## config.mk

```make
export PLATFORM = sky130hd
export DESIGN_NAME = uart_aximaster
export DESIGN_NICKNAME = d
export VERILOG_FILES = /design/src/rtl/uart_aximaster.sv
export SDC_FILE = /design/constraint.sdc
export NUM_CORES = 1
export LEC_CHECK = 0
export CAP_MARGIN = 30
export CORE_UTILIZATION = 39
export CTS_CLUSTER_SIZE = 8
export DETAILED_ROUTE_END_ITERATION = 7
export PLACE_DENSITY_LB_ADDON = 0.15
export SYNTH_ARGS = -nofsm -noshare
export SYNTH_HDL_FRONTEND = slang
export SYNTH_SLANG_ARGS = --single-unit
export TNS_END_PERCENT = 100
```

## constraint.sdc

```tcl
create_clock -name M_AXI_ACLK -period 1.8 [get_ports M_AXI_ACLK]
set_input_delay 0.36 -clock M_AXI_ACLK [delete_from_list [all_inputs] [get_ports M_AXI_ACLK]]
set_output_delay 0.36 -clock M_AXI_ACLK [all_outputs]
set_load 0.005 [all_outputs]
```

## src/rtl/uart_aximaster.sv

```systemverilog
// Single-outstanding AXI4-Lite master driven by a simple command/response port.
// Each command becomes one AXI write or read; a per-transaction wait counter can abandon it on timeout.
module uart_aximaster #(
    parameter int C_M_AXI_DATA_WIDTH = 32,
    parameter int C_M_AXI_ADDR_WIDTH = 5,
    parameter int TIMEOUT_CYCLES     = 255
) (
    input  logic                            M_AXI_ACLK,
    input  logic                            M_AXI_ARESETN,
    output logic [C_M_AXI_ADDR_WIDTH-1:0]   M_AXI_AWADDR,
    output logic [2:0]                      M_AXI_AWPROT,
    output logic                            M_AXI_AWVALID,
    input  logic                            M_AXI_AWREADY,
    output logic [C_M_AXI_DATA_WIDTH-1:0]   M_AXI_WDATA,
    output logic [C_M_AXI_DATA_WIDTH/8-1:0] M_AXI_WSTRB,
    output logic                            M_AXI_WVALID,
    input  logic                            M_AXI_WREADY,
    input  logic [1:0]                      M_AXI_BRESP,
    input  logic                            M_AXI_BVALID,
    output logic                            M_AXI_BREADY,
    output logic [C_M_AXI_ADDR_WIDTH-1:0]   M_AXI_ARADDR,
    output logic [2:0]                      M_AXI_ARPROT,
    output logic                            M_AXI_ARVALID,
    input  logic                            M_AXI_ARREADY,
    input  logic [C_M_AXI_DATA_WIDTH-1:0]   M_AXI_RDATA,
    input  logic [1:0]                      M_AXI_RRESP,
    input  logic                            M_AXI_RVALID,
    output logic                            M_AXI_RREADY,
    input  logic                            CMD_VALID,
    output logic                            CMD_READY,
    input  logic                            CMD_WRITE,
    input  logic [C_M_AXI_ADDR_WIDTH-1:0]   CMD_ADDR,
    input  logic [C_M_AXI_DATA_WIDTH-1:0]   CMD_WDATA,
    input  logic [C_M_AXI_DATA_WIDTH/8-1:0] CMD_WSTRB,
    output logic                            RSP_VALID,
    input  logic                            RSP_READY,
    output logic [C_M_AXI_DATA_WIDTH-1:0]   RSP_RDATA,
    output logic [1:0]                      RSP_RESP,
    output logic                            RSP_TIMEOUT,
    output logic [2:0]                      dbg_state_o
);

    localparam int DW = C_M_AXI_DATA_WIDTH;
    localparam int AW = C_M_AXI_ADDR_WIDTH;
    localparam int SW = C_M_AXI_DATA_WIDTH / 8;
    localparam int CW = (TIMEOUT_CYCLES > 255) ? $clog2(TIMEOUT_CYCLES + 1) : 8;

    localparam bit            TMO_EN   = (TIMEOUT_CYCLES != 0);
    localparam logic [CW-1:0] TMO_LAST = TMO_EN ? CW'(TIMEOUT_CYCLES - 1) : '0;

    localparam logic [2:0] S_IDLE    = 3'd0;
    localparam logic [2:0] S_WR_REQ  = 3'd1;
    localparam logic [2:0] S_WR_RESP = 3'd2;
    localparam logic [2:0] S_RD_REQ  = 3'd3;
    localparam logic [2:0] S_RD_DATA = 3'd4;
    localparam logic [2:0] S_RSP     = 3'd5;

    // Handshakes: a transfer happens on a rising edge where VALID and READY are both high;
    // VALID never drops before its handshake except on timeout abort, and payload is held meanwhile.

    logic [2:0]    state_q, state_d;
    logic          live_q;
    logic [AW-1:0] addr_q, addr_d;
    logic [DW-1:0] wdata_q, wdata_d;
    logic [SW-1:0] wstrb_q, wstrb_d;
    logic          aw_done_q, aw_done_d;
    logic          w_done_q, w_done_d;
    logic [CW-1:0] cnt_q, cnt_d;
    logic [DW-1:0] rsp_rdata_q, rsp_rdata_d;
    logic [1:0]    rsp_resp_q, rsp_resp_d;
    logic          rsp_tmo_q, rsp_tmo_d;

    logic cmd_hs;
    logic tmo_hit;
    logic aw_now;
    logic w_now;

    assign cmd_hs  = CMD_VALID && CMD_READY;
    // Fires on the last permitted wait cycle so the abort edge is the one where the count reaches the limit.
    assign tmo_hit = TMO_EN && (cnt_q >= TMO_LAST);
    assign aw_now  = aw_done_q || M_AXI_AWREADY;
    assign w_now   = w_done_q || M_AXI_WREADY;

    always_comb begin
        state_d     = state_q;
        addr_d      = addr_q;
        wdata_d     = wdata_q;
        wstrb_d     = wstrb_q;
        aw_done_d   = aw_done_q;
        w_done_d    = w_done_q;
        cnt_d       = cnt_q;
        rsp_rdata_d = rsp_rdata_q;
        rsp_resp_d  = rsp_resp_q;
        rsp_tmo_d   = rsp_tmo_q;

        case (state_q)
            S_IDLE: begin
                if (cmd_hs) begin
                    addr_d    = CMD_ADDR;
                    wdata_d   = CMD_WDATA;
                    wstrb_d   = CMD_WSTRB;
                    aw_done_d = 1'b0;
                    w_done_d  = 1'b0;
                    cnt_d     = '0;
                    rsp_tmo_d = 1'b0;
                    state_d   = CMD_WRITE ? S_WR_REQ : S_RD_REQ;
                end
            end
            S_WR_REQ: begin
                cnt_d     = cnt_q + 1'b1;
                aw_done_d = aw_now;
                w_done_d  = w_now;
                if (aw_now && w_now) begin
                    state_d = S_WR_RESP;
                end else if (tmo_hit) begin
                    state_d = S_RSP;
                end
            end
            S_WR_RESP: begin
                cnt_d = cnt_q + 1'b1;
                if (M_AXI_BVALID) begin
                    rsp_resp_d  = M_AXI_BRESP;
                    rsp_rdata_d = '0;
                    state_d     = S_RSP;
                end else if (tmo_hit) begin
                    state_d = S_RSP;
                end
            end
            S_RD_REQ: begin
                cnt_d = cnt_q + 1'b1;
                if (M_AXI_ARREADY) begin
                    state_d = S_RD_DATA;
                end else if (tmo_hit) begin
                    state_d = S_RSP;
                end
            end
            S_RD_DATA: begin
                cnt_d = cnt_q + 1'b1;
                if (M_AXI_RVALID) begin
                    rsp_resp_d  = M_AXI_RRESP;
                    rsp_rdata_d = M_AXI_RDATA;
                    state_d     = S_RSP;
                end else if (tmo_hit) begin
                    state_d = S_RSP;
                end
            end
            S_RSP: begin
                if (RSP_READY) begin
                    state_d = S_IDLE;
                end
            end
            default: state_d = S_IDLE;
        endcase

        // Any wait state leaving for RSP without its completing handshake is a timeout abort.
        if (state_q != S_IDLE && state_q != S_RSP && state_d == S_RSP &&
            !(state_q == S_WR_RESP && M_AXI_BVALID) &&
            !(state_q == S_RD_DATA && M_AXI_RVALID)) begin
            rsp_resp_d  = 2'b10;
            rsp_rdata_d = '0;
            rsp_tmo_d   = 1'b1;
        end
    end

    always_ff @(posedge M_AXI_ACLK or negedge M_AXI_ARESETN) begin
        if (!M_AXI_ARESETN) begin
            state_q     <= S_IDLE;
            live_q      <= 1'b0;
            addr_q      <= '0;
            wdata_q     <= '0;
            wstrb_q     <= '0;
            aw_done_q   <= 1'b0;
            w_done_q    <= 1'b0;
            cnt_q       <= '0;
            rsp_rdata_q <= '0;
            rsp_resp_q  <= 2'b00;
            rsp_tmo_q   <= 1'b0;
        end else begin
            state_q     <= state_d;
            live_q      <= 1'b1;
            addr_q      <= addr_d;
            wdata_q     <= wdata_d;
            wstrb_q     <= wstrb_d;
            aw_done_q   <= aw_done_d;
            w_done_q    <= w_done_d;
            cnt_q       <= cnt_d;
            rsp_rdata_q <= rsp_rdata_d;
            rsp_resp_q  <= rsp_resp_d;
            rsp_tmo_q   <= rsp_tmo_d;
        end
    end

    // live_q holds CMD_READY low until the first edge after reset release.
    assign CMD_READY     = live_q && (state_q == S_IDLE);
    assign M_AXI_AWADDR  = addr_q;
    assign M_AXI_AWPROT  = 3'b000;
    assign M_AXI_AWVALID = (state_q == S_WR_REQ) && !aw_done_q;
    assign M_AXI_WDATA   = wdata_q;
    assign M_AXI_WSTRB   = wstrb_q;
    assign M_AXI_WVALID  = (state_q == S_WR_REQ) && !w_done_q;
    assign M_AXI_BREADY  = (state_q == S_WR_RESP);
    assign M_AXI_ARADDR  = addr_q;
    assign M_AXI_ARPROT  = 3'b000;
    assign M_AXI_ARVALID = (state_q == S_RD_REQ);
    assign M_AXI_RREADY  = (state_q == S_RD_DATA);
    assign RSP_VALID     = (state_q == S_RSP);
    assign RSP_RDATA     = rsp_rdata_q;
    assign RSP_RESP      = rsp_resp_q;
    assign RSP_TIMEOUT   = rsp_tmo_q;
    assign dbg_state_o   = state_q;

endmodule

```

# Word level (Yosys, flattened, before mapping)
# Index checks and enable logic that the tools add are counted.
# classes
n_addsub,1
order_cmp,1
eq_ne,10
mux,24
reduce_logical,30
# ops
op,n
32-bit 2-to-1 mux,3
32-bit one-hot mux with 2 select lines,1
3-bit 2-to-1 mux,7
3-bit one-hot mux with 6 select lines,1
8-bit one-hot mux with 2 select lines,1
1-bit logical AND,11
"3-bit == test, second input constant",3
"8-bit by 1-bit adder with 8-bit output, second input constant",1
"8-bit >= comparator, second input constant",1
2-bit 2-to-1 mux,4
8-bit 2-to-1 mux,1
2-bit AND reduction,4
2-bit nonzero test,4
"3-bit by 2-bit == test with 1-bit output, second input constant",2
"3-bit by 2-bit inequality test with 1-bit output, second input constant",2
3-bit nonzero test,2
1-bit logical NOT,4
1-bit one-hot mux with 2 select lines,2
2-bit one-hot mux with 2 select lines,1
4-bit OR reduction,1
"3-bit by 1-bit == test with 1-bit output, second input constant",1
3-bit logical NOT,1
1-bit 2-to-1 mux,3
"3-bit inequality test, second input constant",1
other kinds (3),4
# totals
regBits,90
word_cells,77

# Depth between registers and ports, before layout
# Gate-level depths: netlist of run 1.
# logic_depth
depth_word,11
ltp_mapped,7
ltp_nobuf,6

# Worst setup path before layout of run 1
# Ideal clock, no wire load.
# synth_path
kind,flip-flop to flip-flop
start,"register state_q[2], in the netlist dbg_state_o[2]"
end,"register rsp_resp_q[1], in the netlist RSP_RESP[1]"
t_arrival_ns,1.616
t_required_ns,1.680
slack_ns,0.065
stages_incl_launch_ff,5
n_path_buf,0
period_less_slack_ns,1.735
path_cell_list,dfrtp_1 nor3b_4 mux2_2 mux2_4 a31o_1
# synth_between
elab_cells_between_ends,33
cone_classes,eq/ne (9); mux (10); reduce/logical (14)
# synth_lines
element,line_no,rtl
from (decl),61,"logic [2:0] state_q, state_d;"
from (signal assigned),179,state_q <= state_d;
3-bit == test *,--,
via M_AXI_RREADY,28,"output logic M_AXI_RREADY,"
3-bit one-hot mux with 6 select lines,96,case (state_q)
3-bit == test,156,if (state_q != S_IDLE && state_q != S_RSP && state_d == S_RSP &&
1-bit logical AND (2 in a row),156,
1-bit logical AND,157,!(state_q == S_WR_RESP && M_AXI_BVALID) &&
3-bit by 2-bit inequality test with 1-bit output (no line) / 3-bit nonzero test (equally long branches),--,
3-bit AND reduction (no line),--,
to (signal assigned),188,rsp_resp_q <= rsp_resp_d;
to (decl),70,"logic [1:0] rsp_resp_q, rsp_resp_d;"
# Mark *: on every way through the listed nets, which the timed path passes. The rest lies on a longest branch.
# A chain may end at the register's enable or synchronous reset.

# Worst setup path in the final report of run 1
# layout_path
start,"register state_q[0], in the netlist dbg_state_o[0]"
end,"register rsp_resp_q[1], in the netlist RSP_RESP[1]"
# layout_between
elab_chain_len,11
elab_cells_between_ends,33
cone_classes,eq/ne (9); mux (10); reduce/logical (14)
# layout_lines
element,line_no,rtl
3-bit logical NOT,"96, 194",
1-bit logical AND,194,assign CMD_READY = live_q && (state_q == S_IDLE);
1-bit logical AND,78,assign cmd_hs = CMD_VALID && CMD_READY;
3-bit 2-to-1 mux,98,if (cmd_hs) begin
3-bit one-hot mux with 6 select lines,96,
3-bit == test,156,
1-bit logical AND (2 in a row),156,
1-bit logical AND,157,
3-bit by 2-bit inequality test with 1-bit output (no line) / 3-bit nonzero test (equally long branches),--,
3-bit AND reduction (no line),--,
# Several ways; a longest one is shown, not always the timed one.

==> out/summary.txt, run 1 <==
status - complete, but fails checks
failing checks - setup timing
pwr/cell area - 1590 nW/um^2
final worst-path cycle share - 1.07
Seq cells post-synth - 90
# IOs - 184
DP HPWL - 7700 um
Hold Path Class - in2async
CP required - 2.04 ns
Async S/R FF share, synth - 1.00
Max FO, Critical Path - 7
drt first pass iters - 4
Static Leakage - 0.00318 uW
initial antenna violation count - 0
n_diodes - 0
nets - 722
Yosys top cell area share - 0.519
clk slew on worst S/H paths - 0.08 ns
crit path launch type - flop
hold slack - 0.465 ns
Core Region - 10800 sq um
pin count of the biggest net entering global routing - 44
sequential share of the synthesized area - 0.519
Final TNS setup - -2.97 ns
Detail Route Antenna Nets - 0
crit path kind - reg2reg
CTS Sinks - 90
Tmin final - 1.93 ns
EDFF count, synth - 0
Design Power - 11300 uW
Final Worst Setup Slack - -0.126 ns
Main synth FF type - dfrtp_1
global-route wire length before repair - 17900 um
Final Wtd Congestion - 0.809
global-route usage over all layers - 0.198
most common library cells after synthesis - nand2_1 (133), dfrtp_1 (90), a22oi_1 (32), a31oi_2 (29), buf_4 (15)
global route total overflow - 0
M1 GR Usage - 0.256
Post-Route WL - 11500 um
Final Max Tran Viols - 0
Die Height - 107 um
RSZ-0062 raised after global routing - true
Crit. End Element - flop
Mapped Cells - 411
Num CTS Buffers - 9
Top Usage Layer GRT - met2
Fmax - 519 MHz
layout cells sized above 1 - 0.259
starting density of the core - 0.400
placed standard-cell area - 6450 sq um
vias in the first global route - 3715
detailed-route wire length per cell - 14.8 um
top post-synthesis cells by area - dfrtp_1 (52%), nand2_1 (12%), a31oi_2 (8.4%)
die area - 11600 sq um
Bufs on Longest Clock Path - 2
Root Driver - clkbuf_8
most common cell in the netlist - nand2_1
drc violations - 0
CP arrival - 2.17 ns
Port Buffers - 177
H-tree levels - 3
routed vias/inst - 4.90
Yosys cell types - 51
grt met2 use - 0.306
num rows - 38
Design Area, Final - 7120 sq um
met3 global-route usage - 0.0696
worst vdd ir - 731 uV
Syn. warnings - 0
mapped cell area - 4340 sq um
Clock Latency Late Sink - 0.35 ns
Mean Syn Cell Area - 10.6 sq um
Max Cap Viol - 0
CTS tree - yes
die width - 107 um
area grow syn2layout - 64.1%
final setup vio count - 40
total vias in the final route - 3808
DRT iter0 DRCs - 178
setup skew after layout - 0.00599 ns
Hold Vio Cnt, Final - 0
leading area contributor after synthesis - dfrtp_1
critical path, stage by stage (launching register included):
cell,delay [ns]
dfrtp_2,0.46
buf_6,0.14
buf_6,0.11
nor3b_4,0.14
a221oi_2,0.30
o2111ai_4,0.25
buf_12,0.22
a31o_1,0.20
path summary, 6_finish.rpt:
check                                       end  slack [ns]       startpoint  cells past startpoint
min in group M_AXI_ACLK         M_AXI_WDATA[21]        0.48  M_AXI_WDATA[21]                      2
worst min-delay path              RSP_RDATA[11]        0.46    M_AXI_ARESETN                      2
worst min register to register  M_AXI_WDATA[21]        0.48  M_AXI_WDATA[21]                      2
worst max register to register      RSP_RESP[1]       -0.13   dbg_state_o[0]                      7
worst max-delay path                RSP_RESP[1]       -0.13   dbg_state_o[0]                      7
max in group asynchronous        dbg_state_o[2]        0.67    M_AXI_ARESETN                      3
layout by cell type, fill, tap and decap left out, types with 3 or more instances in the layout:
cell type and instances:
and2_1 6, buf_4 35, clkbuf_8 11, nor2_1 8
nand2_2 11, clkbuf_16 4, nand2_1 119, buf_2 6
dfrtp_1 87, a31oi_2 27, dfrtp_2 3, conb_1 7
nand4_1 3, a21oi_1 4, nand2_4 3, xor2_1 4
mux2_4 4, clkdlybuf4s50_1 166, buf_6 20, a22oi_1 32
buf_12 11, a31oi_4 4
stage by stage:
stage,worst slack (ns),utilization,instances
floorplan,0.0648,-,416
global route,-0.177,0.657,777
detailed placement,-0.317,0.595,735
global placement,-0.282,0.595,735
finish,-0.126,0.657,777
CTS,-0.149,0.630,771
routing by layer:
| layer | wire length, um | share of wire |
|---|---|---|
| met1 | 5020 | 0.44 |
| met2 | 5360 | 0.46 |
| met3 | 996 | 0.086 |
| met5 | 0 | 0 |
| met4 | 152 | 0.013 |
report_power, final:
group          total [uW]  internal, uW  switching, uW  leakage (uW)
Combinational        6720          3820           2900       0.00195
Clock                1240           569            667     0.0000855
Sequential           3360          2830            533       0.00115
repair_timing:
item	4_1_cts	5_1_grt
setup endpoints to repair	45	91
hold buffers	1	0
gates cloned	0	4
setup buffers	21	5
pin swaps	4	21
gates resized for setup	44	54
hold endpoints to repair	26	0
final cells by class:
class / count / area, sq um
inverter: 2 / 7.51
fill: 851 / 3720
clock buffer: 13 / 159
clock inverter: 2 / 12.5
timing repair buffer: 248 / 2560
sequential: 90 / 2260
multi-input combinational: 282 / 1950
tap: 140 / 175
cell families after synthesis:
family | count (synthesis) | share of synthesized area
other | 2 | 0.00173
XOR/XNOR | 4 | 0.00807
flip-flops | 90 | 0.519
AO/OA/AOI/OAI | 90 | 0.196
adder cells (fa/ha/maj) | 2 | 0.00577
buffers and inverters | 44 | 0.0735
multiplexers | 7 | 0.0196
AND/OR/NAND/NOR | 172 | 0.176
state kept, by name, indices dropped and copies added (netlist names):
signal,flops
live_q,1
RSP_TIMEOUT,1
w_done_q,1
cnt_q,8
aw_done_q,1
dbg_state_o,3
M_AXI_WSTRB,4
RSP_RESP,2
RSP_RDATA,32
M_AXI_ARADDR,5
M_AXI_WDATA,32
No activity file was read; power rests on OpenSTA's default activity.
==> run 2: changes to the inputs <==
--- a/config.mk
+++ b/config.mk
@@ -8,5 +8,5 @@
 export CAP_MARGIN = 30
 export CORE_UTILIZATION = 39
-export CTS_CLUSTER_SIZE = 8
+export CTS_CLUSTER_SIZE = 25
 export DETAILED_ROUTE_END_ITERATION = 7
 export PLACE_DENSITY_LB_ADDON = 0.15
==> constraint.sdc (replaced) <==
create_clock -name M_AXI_ACLK -period 1.8 [get_ports M_AXI_ACLK]
set_input_delay 0.36 -clock M_AXI_ACLK [delete_from_list [all_inputs] [get_ports M_AXI_ACLK]]
set_output_delay 0.36 -clock M_AXI_ACLK [all_outputs]
set_load 0.01 [all_outputs]
==> run 2 against run 1 <==
Effect of this change:
- the run still ends with setup timing left
- register-to-register slack better by 0.05 ns
- sequential share of layout area rose by 0.089 points
- setup slack gained 0.054 ns
- sequential power about the same
- maximum frequency grew 2.9%
- clock skew increased by 0.0020 ns
- non-clock buffer count fell by 4
- global-route usage increased by 0.32 points
- final cell count decreased by 0.39%
- clock-buffer cell count shrank 4
- critical path type is now reg2out
==> out/summary.txt, run 2 (synthesis results as in run 1) <==
CP required - 1.44 ns (was 2.04 ns)
CTS tree - yes (unchanged)
drc violations - 0 (unchanged)
pwr/cell area - 1670 nW/um^2 (was 1590 nW/um^2)
vias in the first global route - 3792 (was 3715)
die area - 11600 sq um (unchanged)
crit path kind - reg2out (was reg2reg)
total vias in the final route - 3731 (was 3808)
die width - 107 um (unchanged)
Final Wtd Congestion - 0.802 (was 0.809)
most frequent cells in the layout - clkdlybuf4s50_1 (166), nand2_1 (129), dfrtp_1 (87), buf_4 (40), a22oi_1 (32) (was clkdlybuf4s50_1 (166), nand2_1 (119), dfrtp_1 (87), buf_4 (35), a22oi_1 (32))
n_diodes - 0 (unchanged)
global route total overflow - 0 (unchanged)
drt first pass iters - 4 (unchanged)
DP HPWL - 7660 um (was 7700 um)
commonest non-fill, non-tap cell in the layout - clkdlybuf4s50_1 (unchanged)
num rows - 38 (unchanged)
initial antenna violation count - 0 (unchanged)
Port Buffers - 177 (unchanged)
hold buffer count at CTS - 0 (was 1)
CTS Sinks - 90 (unchanged)
H-tree levels - 3 (unchanged)
nets - 718 (was 722)
RSZ-0062 raised after global routing - true (unchanged)
Final TNS setup - -0.803 ns (was -2.97 ns)
CP Launch Point - dbg_state_o[0] (unchanged)
Core Region - 10800 sq um (unchanged)
fill count - 878 (was 851)
Fmax - 534 MHz (was 519 MHz)
Tmin final - 1.87 ns (was 1.93 ns)
Num CTS Buffers - 9 (unchanged)
Int Power - 7360 uW (was 7220 uW)
pin count of the biggest net entering global routing - 91 (was 44)
Combinational Power Share - 0.599 (was 0.594)
final setup vio count - 29 (was 40)
clk slew on worst S/H paths - 0.09 ns (was 0.08 ns)
Post-Route WL - 11100 um (was 11500 um)
Crit. End Element - primary output (was flop)
Detail Route Antenna Nets - 0 (unchanged)
setup skew after layout - 0.00801 ns (was 0.00599 ns)
Sw Share - 0.379 (was 0.362)
RR Startpoint - cnt_q[0] (was dbg_state_o[0])
Max FO, Critical Path - 3 (was 7)
Net Sw Power - 4490 uW (was 4100 uW)
area grow syn2layout - 63.6% (was 64.1%)
clock share of power - 0.120 (was 0.109)
failing checks - setup timing (unchanged)
register area - 2260 sq um (unchanged)
Hold Path Class - in2async (unchanged)
Max Cap Viol - 0 (unchanged)
starting density of the core - 0.400 (unchanged)
placed insts - 739 (was 735)
Root Driver - clkbuf_8 (unchanged)
detailed-route wire length per cell - 14.4 um (was 14.8 um)
worst vdd ir - 746 uV (was 731 uV)
Die Height - 107 um (unchanged)
crit path launch type - flop (unchanged)
Final Worst Setup Slack - -0.0720 ns (was -0.126 ns)
Finished Layout Cells - 774 (was 777)
Bufs on Longest Clock Path - 2 (unchanged)
global-route usage over all layers - 0.201 (was 0.198)
CP arrival - 1.51 ns (was 2.17 ns)
r2r setup slk - -0.07 ns (was -0.13 ns)
Clock Latency Late Sink - 0.37 ns (was 0.35 ns)
Final Max Tran Viols - 0 (unchanged)
final worst-path cycle share - 1.04 (was 1.07)
Static Leakage - 0.00315 uW (was 0.00318 uW)
Design Power - 11900 uW (was 11300 uW)
# IOs - 184 (unchanged)
area occupied by multi-input gates - 1970 sq um (was 1950 sq um)
Hold Vio Cnt, Final - 0 (unchanged)
global-route wire length before repair - 18100 um (was 17900 um)
post-layout util - 0.655 (was 0.657)
DRT iter0 DRCs - 165 (was 178)
routed vias/inst - 4.82 (was 4.90)
Seq pwr share - 0.281 (was 0.297)
status - complete, but fails checks (unchanged)
layout cells sized above 1 - 0.254 (was 0.259)
==> run 2: final timing paths <==
path                                  end  cells past startpoint
max in group asynchronous  dbg_state_o[1]                      2
min                          RSP_RDATA[6]                      2
min reg2reg                M_AXI_WDATA[4]                      2
min in group M_AXI_ACLK    M_AXI_WDATA[4]                      2
max reg2reg                 RSP_RDATA[26]                      8
max                             CMD_READY                      4
==> run 2: layout make-up <==
cell class                      instances  area share
Clock inverter                          7      0.0107
Multi-Input combinational cell        282       0.277
Inverter                                2     0.00106
Tap cell                              140      0.0247
Clock buffer                            9      0.0174
Sequential cell                        90       0.318
Timing Repair Buffer                  244       0.351
==> run 2: stage by stage <==
stage | setup slack, ns | hold WS [ns] | cell area, sq um
after floorplan | 0.0271 | 0.0644 | 4360
after global placement | -0.242 | 0.440 | 6480
after detailed placement | -0.280 | 0.444 | 6480
after CTS | -0.122 | 0.0396 | 6900
after global routing | -0.151 | 0.0374 | 7100
final | -0.0720 | 0.0176 | 7100
==> run 2: power groups by stage <==
stage	logic, uW	clock network (uW)	registers, uW
after floorplan	2850	0	3680
after global placement	6110	0	3370
after detailed placement	6230	0	3400
after CTS	6810	1470	3320
after global routing	7700	1550	3440
final	7100	1420	3330
==> run 2: routing by layer <==
layer	part of all wire	global-route usage	up-vias
met1	0.42	0.252	1753
met5	0	0	-
met3	0.091	0.0660	14
met4	0.017	0.0822	0
met2	0.47	0.320	130
li1	-	-	1834
==> run 2: timing repair <==
| action | CTS | global route |
|---|---|---|
| cloned | 1 | 1 |
| buffers inserted | 11 | 7 |
| pin swaps | 2 | 5 |
| gates resized for setup | 64 | 30 |
| endpoints found under the setup margin | 47 | 85 |
==> run 2: worst max-delay path, cell delays in order, from the launching register on <==
cell and delay (ns):
dfrtp_2 0.44, buf_12 0.14, buf_6 0.11, nor4b_4 0.26
buf_2 0.20
==> run 3: changes to the inputs <==
- SLEW_MARGIN: default -> 40
- clock period: 1.8 -> 1.71 ns (I/O delays scaled with it)
==> run 3 against run 2 <==
Effect of this change:
- the run ends with hold timing, setup timing left
- critical path type is now reg2reg
- clock-buffer cell count rose by 4
- worst hold slack got worse by 0.020 ns
- highest routed layer unchanged
- clock power rose by 6%
- global-route usage rose by 0.40 points
- setup slack got worse by 0.11 ns
- sequential share of layout area fell by 2.7 points
- wire length rose by 12%
- largest cell class unchanged
- sequential power rose by 9.6%
- die area did not move
==> out/summary.txt, run 3 (synthesis results as in run 1) <==
vias in the first global route - 3864 (was 3792)
commonest non-fill, non-tap cell in the layout - clkdlybuf4s50_1 (unchanged)
Port Buffers - 177 (unchanged)
Num CTS Buffers - 9 (unchanged)
Max Cap Viol - 0 (unchanged)
fill count - 782 (was 878)
layout cells sized above 1 - 0.348 (was 0.254)
Detail Route Antenna Nets - 0 (unchanged)
final setup vio count - 54 (was 29)
CTS Sinks - 90 (unchanged)
Bufs on Longest Clock Path - 2 (unchanged)
Final Wtd Congestion - 0.806 (was 0.802)
drc violations - 0 (unchanged)
Fmax - 529 MHz
Design Power - 14100 uW (was 11900 uW)
CP required - 1.98 ns (was 1.44 ns)
Hold Vio Cnt, Final - 2 (was 0)
setup skew after layout - 0.00860 ns (was 0.00801 ns)
Tmin final - 1.89 ns
drt first pass iters - 6 (was 4)
pwr/cell area - 1820 nW/um^2 (was 1670 nW/um^2)
Crit. End Element - flop (was primary output)
routed vias/inst - 4.96 (was 4.82)
Final TNS setup - -5.74 ns (was -0.803 ns)
Hold Path Class - in2async (unchanged)
CP arrival - 2.16 ns (was 1.51 ns)
final worst-path cycle share - 1.11
global-route usage over all layers - 0.205 (was 0.201)
most frequent cells in the layout - clkdlybuf4s50_1 (153), dfrtp_1 (87), nand2_1 (75), nand2_2 (38), buf_4 (37) (was clkdlybuf4s50_1 (166), nand2_1 (129), dfrtp_1 (87), buf_4 (40), a22oi_1 (32))
failing checks - hold timing, setup timing (was setup timing)
clk slew on worst S/H paths - 0.09 ns (about the same)
DP HPWL - 7660 um (about the same)
die width - 107 um (unchanged)
met3 global-route usage - 0.0684 (was 0.0660)
grt met2 use - 0.331 (was 0.320)
Die Height - 107 um (unchanged)
placed insts - 736 (was 739)
global-route wire length before repair - 18500 um (was 18100 um)
M1 GR Usage - 0.263 (was 0.252)
Root Driver - clkbuf_8 (unchanged)
detailed-route wire length per cell - 16.0 um (was 14.4 um)
H-tree levels - 3 (unchanged)
Max FO, Critical Path - 5 (was 3)
Finished Layout Cells - 783 (was 774)
Core Region - 10800 sq um (unchanged)
# IOs - 184 (unchanged)
total vias in the final route - 3887 (was 3731)
nets - 727 (was 718)
DRT iter0 DRCs - 196 (was 165)
pin count of the biggest net entering global routing - 91 (unchanged)
Static Leakage - 0.00346 uW (was 0.00315 uW)
area grow syn2layout - 78.6% (was 63.6%)
Clock Latency Late Sink - 0.35 ns (was 0.37 ns)
crit path launch type - flop (unchanged)
global route total overflow - 0 (unchanged)
starting density of the core - 0.400 (unchanged)
Post-Route WL - 12500 um (was 11100 um)
crit path kind - reg2reg (was reg2out)
RSZ-0062 raised after global routing - true (unchanged)
hold slack - -0.00220 ns (was 0.0176 ns)
Final Worst Setup Slack - -0.182 ns (was -0.0720 ns)
pre-CTS setup slack - -0.346 ns (was -0.280 ns)
Final Max Tran Viols - 0 (unchanged)
status - complete, but fails checks (unchanged)
die area - 11600 sq um (unchanged)
Top Usage Layer GRT - met2 (unchanged)
num rows - 38 (unchanged)
n_diodes - 0 (unchanged)
worst vdd ir - 1180 uV (was 746 uV)
initial antenna violation count - 0 (unchanged)
CTS tree - yes (unchanged)
run 3: cell types whose count changed in the layout (fill, tap and decap cells not counted), moves of 9 or more:
cell | previous run | this run
nand2_4 | 1 | 20
nand2_1 | 129 | 75
dlymetal6s2s_1 | 0 | 13
buf_6 | 15 | 24
a31oi_2 | 27 | 1
nand2_2 | 3 | 38
a31oi_4 | 5 | 31
clkdlybuf4s50_1 | 166 | 153
run 3: power breakdown:
part,total [uW],switching [uW],leakage (uW),internal (uW)
Combinational,8990,4260,0.00221,4730
Clock,1500,738,0.000100,763
Sequential,3650,668,0.00115,2980
run 3: metrics by stage:
stage	util	cell area (sq um)
detailed placement	0.593	6430
floorplan	-	4370
global placement	0.593	6430
CTS	0.667	7230
finish	0.715	7750
global route	0.715	7750
run 3: cell type report:
cell class	count	area, sq um	area share
multi-input combinational	282	2420	0.312
inverter	2	7.51	0.000969
tap	140	175	0.0226
clock inverter	3	46.3	0.00597
timing repair buffer	253	2690	0.347
sequential	90	2260	0.291
clock buffer	13	159	0.0205
run 3: critical path, cell delays in order (launching register included):
cell	delay (ns)
dfrtp_2	0.44
buf_6	0.14
buf_6	0.11
nor3b_4	0.14
a221oi_2	0.31
o2111ai_4	0.20
buf_6	0.19
buf_16	0.14
a31oi_4	0.14
run 3: layer usage:
layer  vias to the layer above  routed length, um
met1                      1884               5250
met2                       139               6080
met3                         9               1040
met4                         0                115
met5                         -                  0
li1                       1855                  -
run 3: final timing paths:
kind,startpoint,endpoint,slack [ns],cells after the start
setup reg to reg,dbg_state_o[0],RSP_RDATA[20],-0.18,8
hold reg to reg,M_AXI_WSTRB[0],M_AXI_WSTRB[0],0.49,2
hold / removal,M_AXI_ARESETN,RSP_RDATA[11],-0.002,2
setup / recovery,dbg_state_o[0],RSP_RDATA[20],-0.18,8
max in group asynchronous,M_AXI_ARESETN,dbg_state_o[1],1.29,2
min in group M_AXI_ACLK,M_AXI_WSTRB[0],M_AXI_WSTRB[0],0.49,2
run 3: timing repair:
item,in CTS,in global routing
hold buffers,0,0
buffers inserted,22,3
setup endpoints to repair,45,97
cloned,3,4
pin swaps,32,110
resized for setup,98,120
